$ cat src/rtl/pipe_stage_fifo_pkg.sv
// Shared constants and pointer-control helpers for the inter-stage FIFO buffer.
// Used by the top, the pointer sub-module and the checker.
package pipe_stage_fifo_pkg;

    localparam int IF_TO_IPD_BUS_WD = 64;
    localparam int IQ_DEPTH         = 4;

    typedef enum logic [1:0] {
        PTR_HOLD = 2'd0,
        PTR_INC  = 2'd1,
        PTR_CLR  = 2'd2
    } ptr_op_e;

    // Clear always wins over increment so a redirect leaves both pointers at slot 0.
    function automatic ptr_op_e ptr_op(input logic clr, input logic inc);
        ptr_op_e op_s;
        if (clr) begin
            op_s = PTR_CLR;
        end else if (inc) begin
            op_s = PTR_INC;
        end else begin
            op_s = PTR_HOLD;
        end
        return op_s;
    endfunction

endpackage

$ cat src/rtl/pipe_fifo_ptr.sv
// Circular-buffer pointer: increments on request, wraps DEPTH-1 -> 0 by explicit compare,
// so DEPTH need not be a power of two.
module pipe_fifo_ptr
    import pipe_stage_fifo_pkg::*;
#(
    parameter int DEPTH  = 4,
    parameter int PTR_WD = (DEPTH > 1) ? $clog2(DEPTH) : 1
) (
    input  logic              clk,
    input  logic              reset,
    input  ptr_op_e           op,
    output logic [PTR_WD-1:0] ptr
);

    localparam logic [PTR_WD-1:0] LAST_PTR = PTR_WD'(DEPTH - 1);

    logic [PTR_WD-1:0] ptr_r;

    // Pointer register with clear, increment and explicit wrap.
    always_ff @(posedge clk) begin
        if (reset) begin
            ptr_r <= '0;
        end else begin
            case (op)
                PTR_CLR: ptr_r <= '0;
                PTR_INC: ptr_r <= (ptr_r == LAST_PTR) ? '0 : ptr_r + PTR_WD'(1);
                default: ptr_r <= ptr_r;
            endcase
        end
    end

    assign ptr = ptr_r;

endmodule

$ cat src/rtl/pipe_stage_fifo_chk.sv
// Simulation-only protocol checker for pipe_stage_fifo occupancy and handshakes.
module pipe_stage_fifo_chk
    import pipe_stage_fifo_pkg::*;
#(
    parameter int DEPTH  = 4,
    parameter int CNT_WD = $clog2(DEPTH + 1)
) (
    input logic              clk,
    input logic              reset,
    input logic [CNT_WD-1:0] count,
    input logic              push,
    input logic              pop,
    input logic              out_valid
);

    localparam logic [CNT_WD-1:0] FULL_CNT = CNT_WD'(DEPTH);

    a_count_max: assert property (@(posedge clk) disable iff (reset)
        count <= FULL_CNT);

    a_no_push_full: assert property (@(posedge clk) disable iff (reset)
        !(push && (count == FULL_CNT)));

    a_no_pop_empty: assert property (@(posedge clk) disable iff (reset)
        !(pop && !out_valid));

endmodule

$ cat src/rtl/pipe_stage_fifo.sv
// Parametrised FIFO replacing the single valid/allow_in stage register between two
// pipeline stages, with flush for redirects and optional fall-through when empty.
module pipe_stage_fifo
    import pipe_stage_fifo_pkg::*;
#(
    parameter int DATA_WD      = IF_TO_IPD_BUS_WD,
    parameter int DEPTH        = IQ_DEPTH,
    parameter bit FALL_THROUGH = 1'b0,
    parameter int CNT_WD       = $clog2(DEPTH + 1)
) (
    input  logic               clk,
    input  logic               reset,
    input  logic               flush,
    input  logic               in_valid,
    input  logic [DATA_WD-1:0] in_bus,
    output logic               allow_in,
    output logic               out_valid,
    output logic [DATA_WD-1:0] out_bus,
    input  logic               next_allow_in,
    output logic [CNT_WD-1:0]  count
);

    localparam int                PTR_WD   = (DEPTH > 1) ? $clog2(DEPTH) : 1;
    localparam logic [CNT_WD-1:0] FULL_CNT = CNT_WD'(DEPTH);
    localparam logic [CNT_WD-1:0] ZERO_CNT = '0;

    logic [DATA_WD-1:0] mem_r [DEPTH];
    logic [PTR_WD-1:0]  rd_ptr_s;
    logic [PTR_WD-1:0]  wr_ptr_s;
    logic [CNT_WD-1:0]  count_r;
    logic [CNT_WD-1:0]  count_nxt_s;
    logic               allow_in_r;
    logic               not_empty_r;
    logic               bypass_s;
    logic               out_valid_s;
    logic [DATA_WD-1:0] out_bus_s;
    logic               push_s;
    logic               pop_s;
    logic               pass_s;
    logic               wr_s;
    logic               rd_s;

    // Head selection: the upstream entry is forwarded directly only in fall-through mode when empty.
    always_comb begin
        bypass_s = FALL_THROUGH & ~not_empty_r;
        if (bypass_s) begin
            out_valid_s = in_valid & ~flush;
            out_bus_s   = in_bus;
        end else begin
            out_valid_s = not_empty_r;
            out_bus_s   = mem_r[rd_ptr_s];
        end
    end

    // Handshake decode; a bypassed entry consumed in its push cycle never touches storage.
    always_comb begin
        push_s = in_valid & allow_in_r & ~flush;
        pop_s  = out_valid_s & next_allow_in & ~flush;
        pass_s = bypass_s & push_s & pop_s;
        wr_s   = push_s & ~pass_s;
        rd_s   = pop_s & ~pass_s;
        case ({wr_s, rd_s})
            2'b10:   count_nxt_s = count_r + CNT_WD'(1);
            2'b01:   count_nxt_s = count_r - CNT_WD'(1);
            default: count_nxt_s = count_r;
        endcase
    end

    // Occupancy plus registered full/empty flags so allow_in has no path from downstream.
    always_ff @(posedge clk) begin
        if (reset || flush) begin
            count_r     <= ZERO_CNT;
            allow_in_r  <= 1'b1;
            not_empty_r <= 1'b0;
        end else begin
            count_r     <= count_nxt_s;
            allow_in_r  <= (count_nxt_s != FULL_CNT);
            not_empty_r <= (count_nxt_s != ZERO_CNT);
        end
    end

    // Entry storage; contents are intentionally not reset.
    always_ff @(posedge clk) begin
        if (wr_s) begin
            mem_r[wr_ptr_s] <= in_bus;
        end
    end

    pipe_fifo_ptr #(
        .DEPTH  (DEPTH),
        .PTR_WD (PTR_WD)
    ) u_wr_ptr (
        .clk   (clk),
        .reset (reset),
        .op    (ptr_op(flush, wr_s)),
        .ptr   (wr_ptr_s)
    );

    pipe_fifo_ptr #(
        .DEPTH  (DEPTH),
        .PTR_WD (PTR_WD)
    ) u_rd_ptr (
        .clk   (clk),
        .reset (reset),
        .op    (ptr_op(flush, rd_s)),
        .ptr   (rd_ptr_s)
    );

    pipe_stage_fifo_chk #(
        .DEPTH  (DEPTH),
        .CNT_WD (CNT_WD)
    ) u_chk (
        .clk       (clk),
        .reset     (reset),
        .count     (count_r),
        .push      (push_s),
        .pop       (pop_s),
        .out_valid (out_valid_s)
    );

    assign allow_in  = allow_in_r;
    assign out_valid = out_valid_s;
    assign out_bus   = out_bus_s;
    assign count     = count_r;

endmodule
$ cat config.mk
export PLATFORM = sky130hd
export DESIGN_NAME = pipe_stage_fifo
export DESIGN_NICKNAME = d
export VERILOG_FILES = /design/src/rtl/pipe_stage_fifo_pkg.sv /design/src/rtl/pipe_fifo_ptr.sv /design/src/rtl/pipe_stage_fifo_chk.sv /design/src/rtl/pipe_stage_fifo.sv
export SDC_FILE = /design/constraint.sdc
export NUM_CORES = 1
export LEC_CHECK = 0
export CAP_MARGIN = 30
export CELL_PAD_IN_SITES_DETAIL_PLACEMENT = 1
export CELL_PAD_IN_SITES_GLOBAL_PLACEMENT = 1
export CORE_AREA = 2 2 154 156
export DETAILED_ROUTE_END_ITERATION = 12
export DIE_AREA = 0 0 156 158
export PLACE_DENSITY = 0.82
export SLEW_MARGIN = 20
export SYNTH_ARGS = -nofsm -noshare
export SYNTH_HDL_FRONTEND = slang
export SYNTH_SLANG_ARGS = --single-unit
$ cat constraint.sdc
create_clock -name clk -period 2.96 [get_ports clk]
set_clock_uncertainty 0.2 [all_clocks]
set_input_delay 0.444 -clock clk [delete_from_list [all_inputs] [get_ports clk]]
set_output_delay 0.444 -clock clk [all_outputs]
set_load 0.02 [all_outputs]
Word-level counts from Yosys, hierarchy flattened
Memories as Yosys holds them, arrays and structs flattened. A register that Yosys moved wholly into a read port is not among the register bits.
Cells that the tools add are included.
{"block": "word_totals", "ff_bits": 9, "ram_bits": 256, "out_inout_bits": 69, "word_cells": 41, "memories": 1}
{"memory": "mem_r", "words": 4, "word_bits": 64, "rd": 1, "rd_clocked_by_memory_dff": 1, "write_ports": 1, "line": "pipe_stage_fifo.sv:27", "source": "logic [DATA_WD-1:0] mem_r [DEPTH];"}
{"block": "classes", "n_addsub": 4, "n_eq_ne": 9, "muxes": 13, "bitwise_logic": 5, "n_reduce_logical": 4}
{"operator": "2-to-1 mux 2 bit", "n": 6}
{"operator": "equality test 2 bit (second input constant)", "n": 5}
{"operator": "one-hot mux 2 bit (2 select lines)", "n": 2}
{"operator": "equality test 2 x 1 -> 1 bit (second input constant)", "n": 3}
{"operator": "one-hot mux 3 bit (2 select lines)", "n": 1}
{"operator": "adder 2 x 1 -> 2 bit (second input constant)", "n": 2}
{"operator": "AND 1 bit", "n": 4}
{"operator": "2-to-1 mux 1 bit", "n": 4}
{"operator": "nonzero test 2 bit", "n": 2}
{"operator": "adder 3 x 1 -> 3 bit (second input constant)", "n": 1}
{"operator": "!= test 3 bit (second input constant)", "n": 1}
{"operator": "nonzero test 3 bit", "n": 1}
{"operator": "subtractor 3 x 1 -> 3 bit (second input constant)", "n": 1}
{"operator": "logical OR 1 bit", "n": 1}
{"operator": "NOT 1 bit", "n": 1}

Logic depth before layout (Yosys ltp)
Gate-level depths: netlist of run 1.
{"block": "logic_depth", "depth_word": 8, "depth_mapped": 8}

Cells and area by module
From an unflattened synthesis of run 1, not the netlist that was laid out.
{"block": "hier_totals", "cells_unflattened": 392, "area_unflattened_um2": 9723.1}
{"mod": "pipe_stage_fifo", "instances": 1, "cells_each": 370, "area_per_inst_um2": 9515.4}
{"mod": "pipe_fifo_ptr", "instances": 2, "cells_each": 11, "area_per_inst_um2": 103.8}

Least setup slack after synthesis of run 1
OpenSTA, ideal clock, no wires.
{"block": "synth_path", "path_type": "flip-flop to flip-flop", "startpoint": "register allow_in_r, in the netlist allow_in", "endpoint": "memory mem_r[0][0] (netlist name) (enable)", "setup_ns": 0.429, "arrival_time_ns": 2.303, "required_time_ns": 2.331, "path_slack_ns": 0.028, "stages_incl_launch_ff": 4, "synth_period_minus_slack_ns": 2.932, "cell_sequence": "dfxtp_1 -> nand2_1 -> nor2_1 -> and2_1"}
{"block": "synth_via", "elab_chain_cells": 4}
{"item": "from (decl)", "line": "pipe_stage_fifo.sv:32", "source": "logic allow_in_r;"}
{"item": "from (signal assigned)", "line": "pipe_stage_fifo.sv:77", "source": "allow_in_r <= (count_nxt_s != FULL_CNT);"}
{"item": "AND 1 bit (2 in series)", "line": "pipe_stage_fifo.sv:57", "source": "push_s = in_valid & allow_in_r & ~flush;"}
{"item": "2-to-1 mux 1 bit", "line": "pipe_stage_fifo.sv:84", "source": "if (wr_s) begin"}
{"item": "2-to-1 mux 1 bit (not written as such)", "line": "pipe_stage_fifo.sv:85", "source": "mem_r[wr_ptr_s] <= in_bus;"}
{"item": "to (decl)", "line": "pipe_stage_fifo.sv:27"}
Every way passes these cells.

==> reports/metrics.cfg, run 1 <==
[pwr]
max-vdd-ir-drop_mv=0.477
clock_power_share_pct=40.2
share_seq_of_total_power_pct=54.8
p_per_area_nw_per_um2=618
power_switching_w=0.00155
cellInternalPower_w=0.00615
swShare_pct=20.1
combPwrFrac_pct=4.9
p_leak_nw=4.08

[final_layout]
multi_input_area_um2=1750
seq_area_um2=7920
drive_above_1_share_pct=21.8
n_antenna_cell=0
fillers=1982
stdcell_area_um2=12400
synthToLayoutAreaGrowth_pct=27.9
nets=638

[cts]
clockBufferDepth=3
path_clk_slew_ns=0.07
cts_tree=yes
cts.sinks=267
clk_latency_ns=0.52
cts_root_buf=clkbuf_16
htree_levels=1
cts_buffers=27
holdBufCountCts=0

[place]
io_buffers=137
placed_area_um2=11600
gp_congestion=0.708
dpl.hpwl_mm=12.1

[yosys]
synth.top_cells.by_area=edfxtp_1, mux4_2, dfxtp_1
ys.warnings.count=0
async_flop_share_pct=0
yosysMostFrequentCell=edfxtp_1
syn_nets=467
syn_avg_cell_area_um2=24.9
synth-edff-count=256
synthCells=391
ys_ff_latch=267
synth_ff_type=edfxtp_1
synth_top_area_share_pct=79.0
synth_common_cells=edfxtp_1, mux4_2, dfxtp_1
ys_seq_area_share_pct=81.2
netlist_area_um2=9730
yosysUniqueCellTypes=24
synth_area_leader_cell=edfxtp_1

[worst_setup_path]
end_kind=output port
cp-start-kind=flop
cp_num_buf_inv=3
crit_path_max_fanout=5
crit_family=buffers and inverters
worstSetupPathType=reg -> out
path_cells=buf_12 > buf_4 > mux4_2 > clkdlybuf4s50_1
required_ns=2.32
cp_slowest_stage_delay_ns=0.58
cp.arrival_ns=2.24
slowest_stage=clkdlybuf4s50_1

[outcome]
status=complete, no violations

[timing]
fmax_mhz=347
finalCritPeriodShare_pct=97.5
tightest_slew_ns=0.477
period_minus_slack_ns=2.89
setup_viol_count_final=0
maxSlewViolCount=0
slew_headroom_pct=68.2
finalHoldViolCount=0
rsz0062_at_grt=no
hold_ws_ns=0.325

[routing]
wl_per_cell_um=22.8
drc=0
first_iter_violations=301
vias_per_cell=5.26
drt_pre_antenna_iters=6
wirelength_mm=19.9
via_count=4591
ant_nets=0

[floorplan]
die_area_um2=24600
die_y_um=158
initial_core_util_pct=42.2
core-area_um2=23100
die_x_um=156
core.rowCount=56
io_pins=138

[global_routing]
grt_pass1_vias=5119
grt_pass1_wl_mm=30.4
grt.overflow.total=0
grt_max_degree=40
track_usage_pct=16.4
antenna_found_initial=0

[job]
maxCapViolations=0

[min_path]
hold_path.class=reg -> reg

[worst paths after layout]
| check | from | to | slack [ns] | cells past startpoint |
|---|---|---|---|---|
| setup / recovery | flop | out_bus[1] | 0.07 | 4 |
| hold reg to reg | u_rd_ptr.ptr[1]$_SDFFE_PP0N_ | flop | 0.32 | 2 |
| hold / removal | u_rd_ptr.ptr[1]$_SDFFE_PP0N_ | flop | 0.32 | 2 |
| setup reg to reg | allow_in$_SDFF_PP1_ | allow_in$_SDFF_PP1_ | 0.52 | 8 |
[metrics by stage]
| step | TNS (ns) | std cells | total power [W] | utilization, % | setup WS [ns] |
|---|---|---|---|---|---|
| floorplan | 0 | 391 | 0.00445 | - | 0.0281 |
| CTS | 0 | 872 | 0.00778 | 54.0 | 0.00137 |
| finish | 0 | 872 | 0.00769 | 54.0 | 0.0742 |
| global route | 0 | 872 | 0.00793 | 54.0 | 0.000848 |
| detailed placement | -0.0458 | 818 | 0.00471 | 50.4 | -0.0458 |
| global placement | 0 | 818 | 0.00468 | 50.4 | 0.0925 |
[what timing repair did]
action                     in CTS  in global routing
setup endpoints to repair      54                  3
pin swaps                       0                  0
resized for setup              59                  3
cloned                          1                  0
buffers inserted                4                  0
[registers in the layout, summed over array words and instances, names as in the netlist, named ones only]
register      flops
allow_in          1
count             3
mem_r           256
out_valid         1
u_rd_ptr.ptr      2
u_wr_ptr.ptr      2
[layout by cell type, fill, tap and decap left out, types with 2 or more instances in the layout]
cell type	count
nand2_1	5
clkinv_1	7
nor2_1	10
dfxtp_1	9
clkbuf_1	6
edfxtp_1	256
inv_1	3
a21oi_1	2
clkdlybuf4s50_1	77
buf_12	8
dlymetal6s2s_1	3
ha_1	6
clkbuf_16	27
dlygate4sd2_1	57
mux4_2	64
nand3_1	2
clkinv_2	7
dfxtp_4	2
buf_4	9
o211ai_1	2
mux2i_1	3
and2_4	4
[logic make-up after synthesis]
kind of cell               synth area share (%)
and+or+nand+nor                            1.20
muxes                                      15.1
buffers and inverters                     0.861
DFF                                        81.2
AOI/OAI and AO/OA                         0.437
adders and majority gates                 0.977
xor gates and xnor gates                  0.180
[worst reg2reg max path, cell delays in order (launching register included)]
cell     delay [ns]
dfxtp_1        0.37
nand2_1        0.09
nor2_1         0.16
inv_1          0.07
ha_1           0.22
fa_1           0.39
xnor2_1        0.16
or4_4          0.45
a21bo_1        0.22
[per-layer routing]
metal	vias to the layer above	part of all wire, %	GRT usage [%]
li1	1993	-	-
met1	2439	42	21.6
met2	129	52	28.8
met3	30	5.0	2.90
met4	0	1.5	3.58
met5	-	0	0
[area by class of cell]
class,count,share of cell area [%]
flip-flops and latches,267,63.6
clock inverters,16,0.804
inverters,3,0.0905
clock buffers,33,5.61
repair buffers,157,12.9
well taps,290,2.92
multi-input cells,106,14.1
[power groups by stage]
stage	Clock, W	Combinational, W	Sequential (W)
after floorplan	0	0.000152	0.00430
after global placement	0	0.000389	0.00429
after detailed placement	0	0.000406	0.00430
after CTS	0.00318	0.000387	0.00422
after global routing	0.00330	0.000406	0.00422
final	0.00310	0.000381	0.00422
(Power assumes the default switching activity.)
==> inputs of run 2 (changes only) <==
--- a/config.mk
+++ b/config.mk
@@ -12,6 +12,7 @@
 export DETAILED_ROUTE_END_ITERATION = 12
 export DIE_AREA = 0 0 156 158
 export PLACE_DENSITY = 0.82
+export SKIP_CTS_REPAIR_TIMING = 1
 export SLEW_MARGIN = 20
 export SYNTH_ARGS = -nofsm -noshare
 export SYNTH_HDL_FRONTEND = slang
==> run 2 against run 1 <==
  * Count of clock-buffer cells in the layout unchanged
  * Die area did not move
  * Setup slack worse by 0.022 ns
  * Largest power group unchanged
==> reports/metrics.cfg, run 2 (same netlist as run 1, synthesis figures left out) <==
[floorplan]
die_x_um=156
io_pins=138
initial_core_util_pct=42.2
die_y_um=158
core-area_um2=23100
die_area_um2=24600
core.rowCount=56

[final_layout]
regMostFlops=mem_r
n_antenna_cell=0
stdcell_area_um2=12700
largest_reg_flops=256
drive_above_1_share_pct=22.4
nets=642
layout_commonest_cell=edfxtp_1
synthToLayoutAreaGrowth_pct=30.2
layout_common_cells=edfxtp_1, clkdlybuf4s50_1, mux4_2
biggestRegsByFlops=mem_r: 256 flops, count: 3 flops

[timing]
maxSlewViolCount=0
layout_setup_ws_ns=0.0518
finalCritPeriodShare_pct=98.2
tns_ns=0
finalHoldViolCount=0
tightest_slew_ns=0.474
fmax_mhz=344
setup_viol_count_final=0
slew_headroom_pct=68.4
period_minus_slack_ns=2.91
rsz0062_at_grt=yes

[pwr]
power_switching_w=0.00155
clock_power_share_pct=40.1
share_seq_of_total_power_pct=54.7
power_w=0.00771
cellInternalPower_w=0.00616
p_leak_nw=4.53
p_per_area_nw_per_um2=608
combPwrFrac_pct=5.2
max-vdd-ir-drop_mv=0.474
swShare_pct=20.1

[worst_setup_path]
crit_path_max_fanout=12
r2r_start=allow_in$_SDFF_PP1_
end_kind=output port
cp-start-kind=flop
cp.arrival_ns=2.26
r2r_cells=8
required_ns=2.32
r2r_slack_ns=0.53
worstSetupPathType=reg -> out

[min_path]
hold_path.class=reg -> reg
hold_depth=2
hold_start=u_rd_ptr.ptr[1]$_SDFFE_PP0N_

[routing]
first_iter_violations=295
wl_met3_mm=1.01
wl_met1_mm=8.26
drc=0
met2_length_mm=10.4
vias_per_cell=5.25
drt_pre_antenna_iters=4
wl_per_cell_um=22.8
maxUsedRoutingLayer=met4
ant_nets=0
wirelength_mm=20.0
via_count=4596

[cts]
cts_buffers=27
cts_root_buf=clkbuf_16
clockBufferDepth=3
cts_tree=yes
path_clk_slew_ns=0.06
clk_latency_ns=0.52
htree_levels=1
cts.sinks=267

[place]
dpl.hpwl_mm=12.1
io_buffers=137
gp_congestion=0.708
post-place-ws_ns=-0.0458
placed_area_um2=11600

[global_routing]
grt_pass1_wl_mm=30.1
antenna_found_initial=0
grt_pass1_vias=5123
grt_max_degree=40
track_usage_pct=16.2
grt.overflow.total=0

[outcome]
status=complete, no violations

[job]
maxCapViolations=0

==> run 2: area by class of cell <==
type / instances / area (um^2)
Fill cell: 1937 / 10400
Sequential cell: 267 / 7920
Timing Repair Buffer: 161 / 1830
Multi-Input combinational cell: 106 / 1750
Clock buffer: 33 / 698
Tap cell: 290 / 363
Clock inverter: 16 / 100
Inverter: 3 / 11.3
==> run 2: through the flow <==
step | cells | hold WS [ns] | util (%)
CTS | 867 | 0.324 | 53.9
global placement | 818 | 0.283 | 50.4
finish | 876 | 0.314 | 55.0
floorplan | 391 | 0.248 | -
detailed placement | 818 | 0.306 | 50.4
global route | 876 | 0.331 | 55.0
==> run 2: power groups by stage <==
stage / Sequential (W) / Combinational, W / Clock [W]
after floorplan: 0.00430 / 0.000152 / 0
after global placement: 0.00429 / 0.000389 / 0
after detailed placement: 0.00430 / 0.000406 / 0
after CTS: 0.00422 / 0.000409 / 0.00318
after global routing: 0.00422 / 0.000424 / 0.00330
final: 0.00422 / 0.000399 / 0.00309
==> run 2: routing by layer <==
| layer | vias to the layer above | global-route usage, % |
|---|---|---|
| met4 | 0 | 3.80 |
| li1 | 2000 | - |
| met5 | - | 0 |
| met3 | 35 | 2.98 |
| met2 | 133 | 28.4 |
| met1 | 2428 | 21.1 |
==> run 2: critical path: stages, from the launching register on <==
cell and delay [ns]:
dfxtp_4 0.51, buf_4 0.16, mux4_2 0.49, clkdlybuf4s50_1 0.58
==> run 2: worst paths after layout <==
check | to
min reg2reg | flop
min | flop
max | out_bus[46]
max reg2reg | allow_in$_SDFF_PP1_
==> inputs of run 3 (changes only) <==
--- a/config.mk
+++ b/config.mk
@@ -8,12 +8,13 @@
 export CAP_MARGIN = 30
 export CELL_PAD_IN_SITES_DETAIL_PLACEMENT = 1
 export CELL_PAD_IN_SITES_GLOBAL_PLACEMENT = 1
-export CORE_AREA = 2 2 154 156
+export CORE_AREA = 2 2 159 161
 export DETAILED_ROUTE_END_ITERATION = 12
-export DIE_AREA = 0 0 156 158
-export PLACE_DENSITY = 0.82
+export DIE_AREA = 0 0 161 163
+export PLACE_DENSITY = 0.78
 export SKIP_CTS_REPAIR_TIMING = 1
 export SLEW_MARGIN = 20
 export SYNTH_ARGS = -nofsm -noshare
 export SYNTH_HDL_FRONTEND = slang
 export SYNTH_SLANG_ARGS = --single-unit
+export TNS_END_PERCENT = 30
==> run 3 against run 2 <==
  * Core utilization down 3.0 points
  * Critical path depth unchanged
  * First-iteration DRC count down 24%
==> reports/metrics.cfg, run 3 (same netlist as run 1, synthesis figures left out) <==
[outcome]
status=complete, no violations

[timing]
period_minus_slack_ns=2.95
tightest_slew_ns=0.434
layout_setup_ws_ns=0.00614
tns_ns=0
setup_viol_count_final=0
finalCritPeriodShare_pct=99.8
finalHoldViolCount=0
hold_ws_ns=0.295
fmax_mhz=339
maxSlewViolCount=0
slew_headroom_pct=71.1
rsz0062_at_grt=yes

[worst_setup_path]
crit_family=buffers and inverters
path_cells=buf_6 > mux4_2 > clkdlybuf4s50_1
r2r_start=allow_in$_SDFF_PP1_
worstSetupPathType=reg -> out
cp.arrival_ns=2.31
cp_slowest_stage_delay_ns=0.55
cp_num_buf_inv=2
required_ns=2.32
cp-start-kind=flop
slowest_stage=clkdlybuf4s50_1
end_kind=output port
crit_path_max_fanout=9

[cts]
path_clk_slew_ns=0.06
clockBufferDepth=3
cts_tree=yes
cts_buffers=27
cts_root_buf=clkbuf_16
htree_levels=1
clk_latency_ns=0.52
cts.sinks=267

[final_layout]
biggestRegsByFlops=mem_r: 256 flops, count: 3 flops
stdcell_area_um2=12800
multi_input_area_um2=1750
n_antenna_cell=0
largest_reg_flops=256
layout_commonest_cell=edfxtp_1
fillers=2158
layout_common_cells=edfxtp_1, clkdlybuf4s50_1, mux4_2
drive_above_1_share_pct=22.7
regMostFlops=mem_r
nets=636
seq_area_um2=7920
synthToLayoutAreaGrowth_pct=31.8

[routing]
drc=0
via_count=4503
wirelength_mm=19.9
wl_per_cell_um=21.9
ant_nets=0
first_iter_violations=223
drt_pre_antenna_iters=4
vias_per_cell=4.94

[place]
gp_congestion=0.749
dpl.hpwl_mm=11.6
io_buffers=137
placed_area_um2=11700
post-place-ws_ns=0.0425

[floorplan]
die_x_um=161
initial_core_util_pct=39.5
die_area_um2=26200
core.rowCount=58
core-area_um2=24700
io_pins=138
die_y_um=163

[min_path]
hold_start=u_rd_ptr.ptr[1]$_SDFFE_PP0N_
hold_path.class=reg -> reg

[global_routing]
track_usage_pct=15.2
grt_max_degree=65
grt.overflow.total=0
antenna_found_initial=0
grt_pass1_vias=5237
grt_pass1_wl_mm=30.5

[pwr]
p_per_area_nw_per_um2=630
power_w=0.00808
max-vdd-ir-drop_mv=0.471
p_leak_nw=4.59

[job]
maxCapViolations=0

-- run 3: cell types whose count changed in the layout (fill, tap and decap cells not counted), moves of 2 or more --
cell,before,now
buf_4,14,7
clkinv_1,7,1
clkdlybuf4s50_1,78,74
dlymetal6s2s_1,59,63
bufinv_16,1,4
clkbuf_8,0,3
clkinvlp_4,0,2
-- run 3: per-stage QoR --
step / instances / util [%]
3_5_place_dp: 855 / 47.2
2_1_floorplan: 391 / -
3_3_place_gp: 855 / 47.2
6_report: 911 / 52.0
5_1_grt: 911 / 52.0
4_1_cts: 905 / 50.9
-- run 3: path summary, 6_finish.rpt --
kind,to,slack (ns),cells after the start
hold / removal,flop,0.29,2
setup reg to reg,allow_in$_SDFF_PP1_,0.65,8
hold reg to reg,flop,0.29,2
setup / recovery,out_bus[59],0.006,3
-- run 3: layout make-up --
type | instances | share of cell area (%)
multi-input combinational | 106 | 13.7
tap | 330 | 3.22
clock buffer | 36 | 5.76
inverter | 3 | 0.0878
timing repair buffer | 155 | 14.2
clock inverter | 14 | 1.39
sequential | 267 | 61.7
-- run 3: worst register-to-register path, stage by stage (launching register included) --
cell and delay [ns]:
dfxtp_1 0.35, nand2_1 0.08, nor2_1 0.12, inv_1 0.06
ha_1 0.21, fa_1 0.38, xnor2_1 0.16, or4_4 0.44
a21bo_1 0.21
-- run 3: per-layer routing --
layer	part of all wire, %	global-route usage (%)	vias up
met5	0	0	-
met4	1.9	3.94	0
met3	4.9	3.44	30
met2	53	27.0	121
met1	40	18.9	2356
li1	-	-	1996
-- run 3: report_power, final --
| part | switching, W | leakage, nW | internal [W] |
|---|---|---|---|
| Sequential | 0.0000175 | 2.42 | 0.00420 |
| Clock | 0.00136 | 0.448 | 0.00210 |
| Combinational | 0.000189 | 1.73 | 0.000205 |
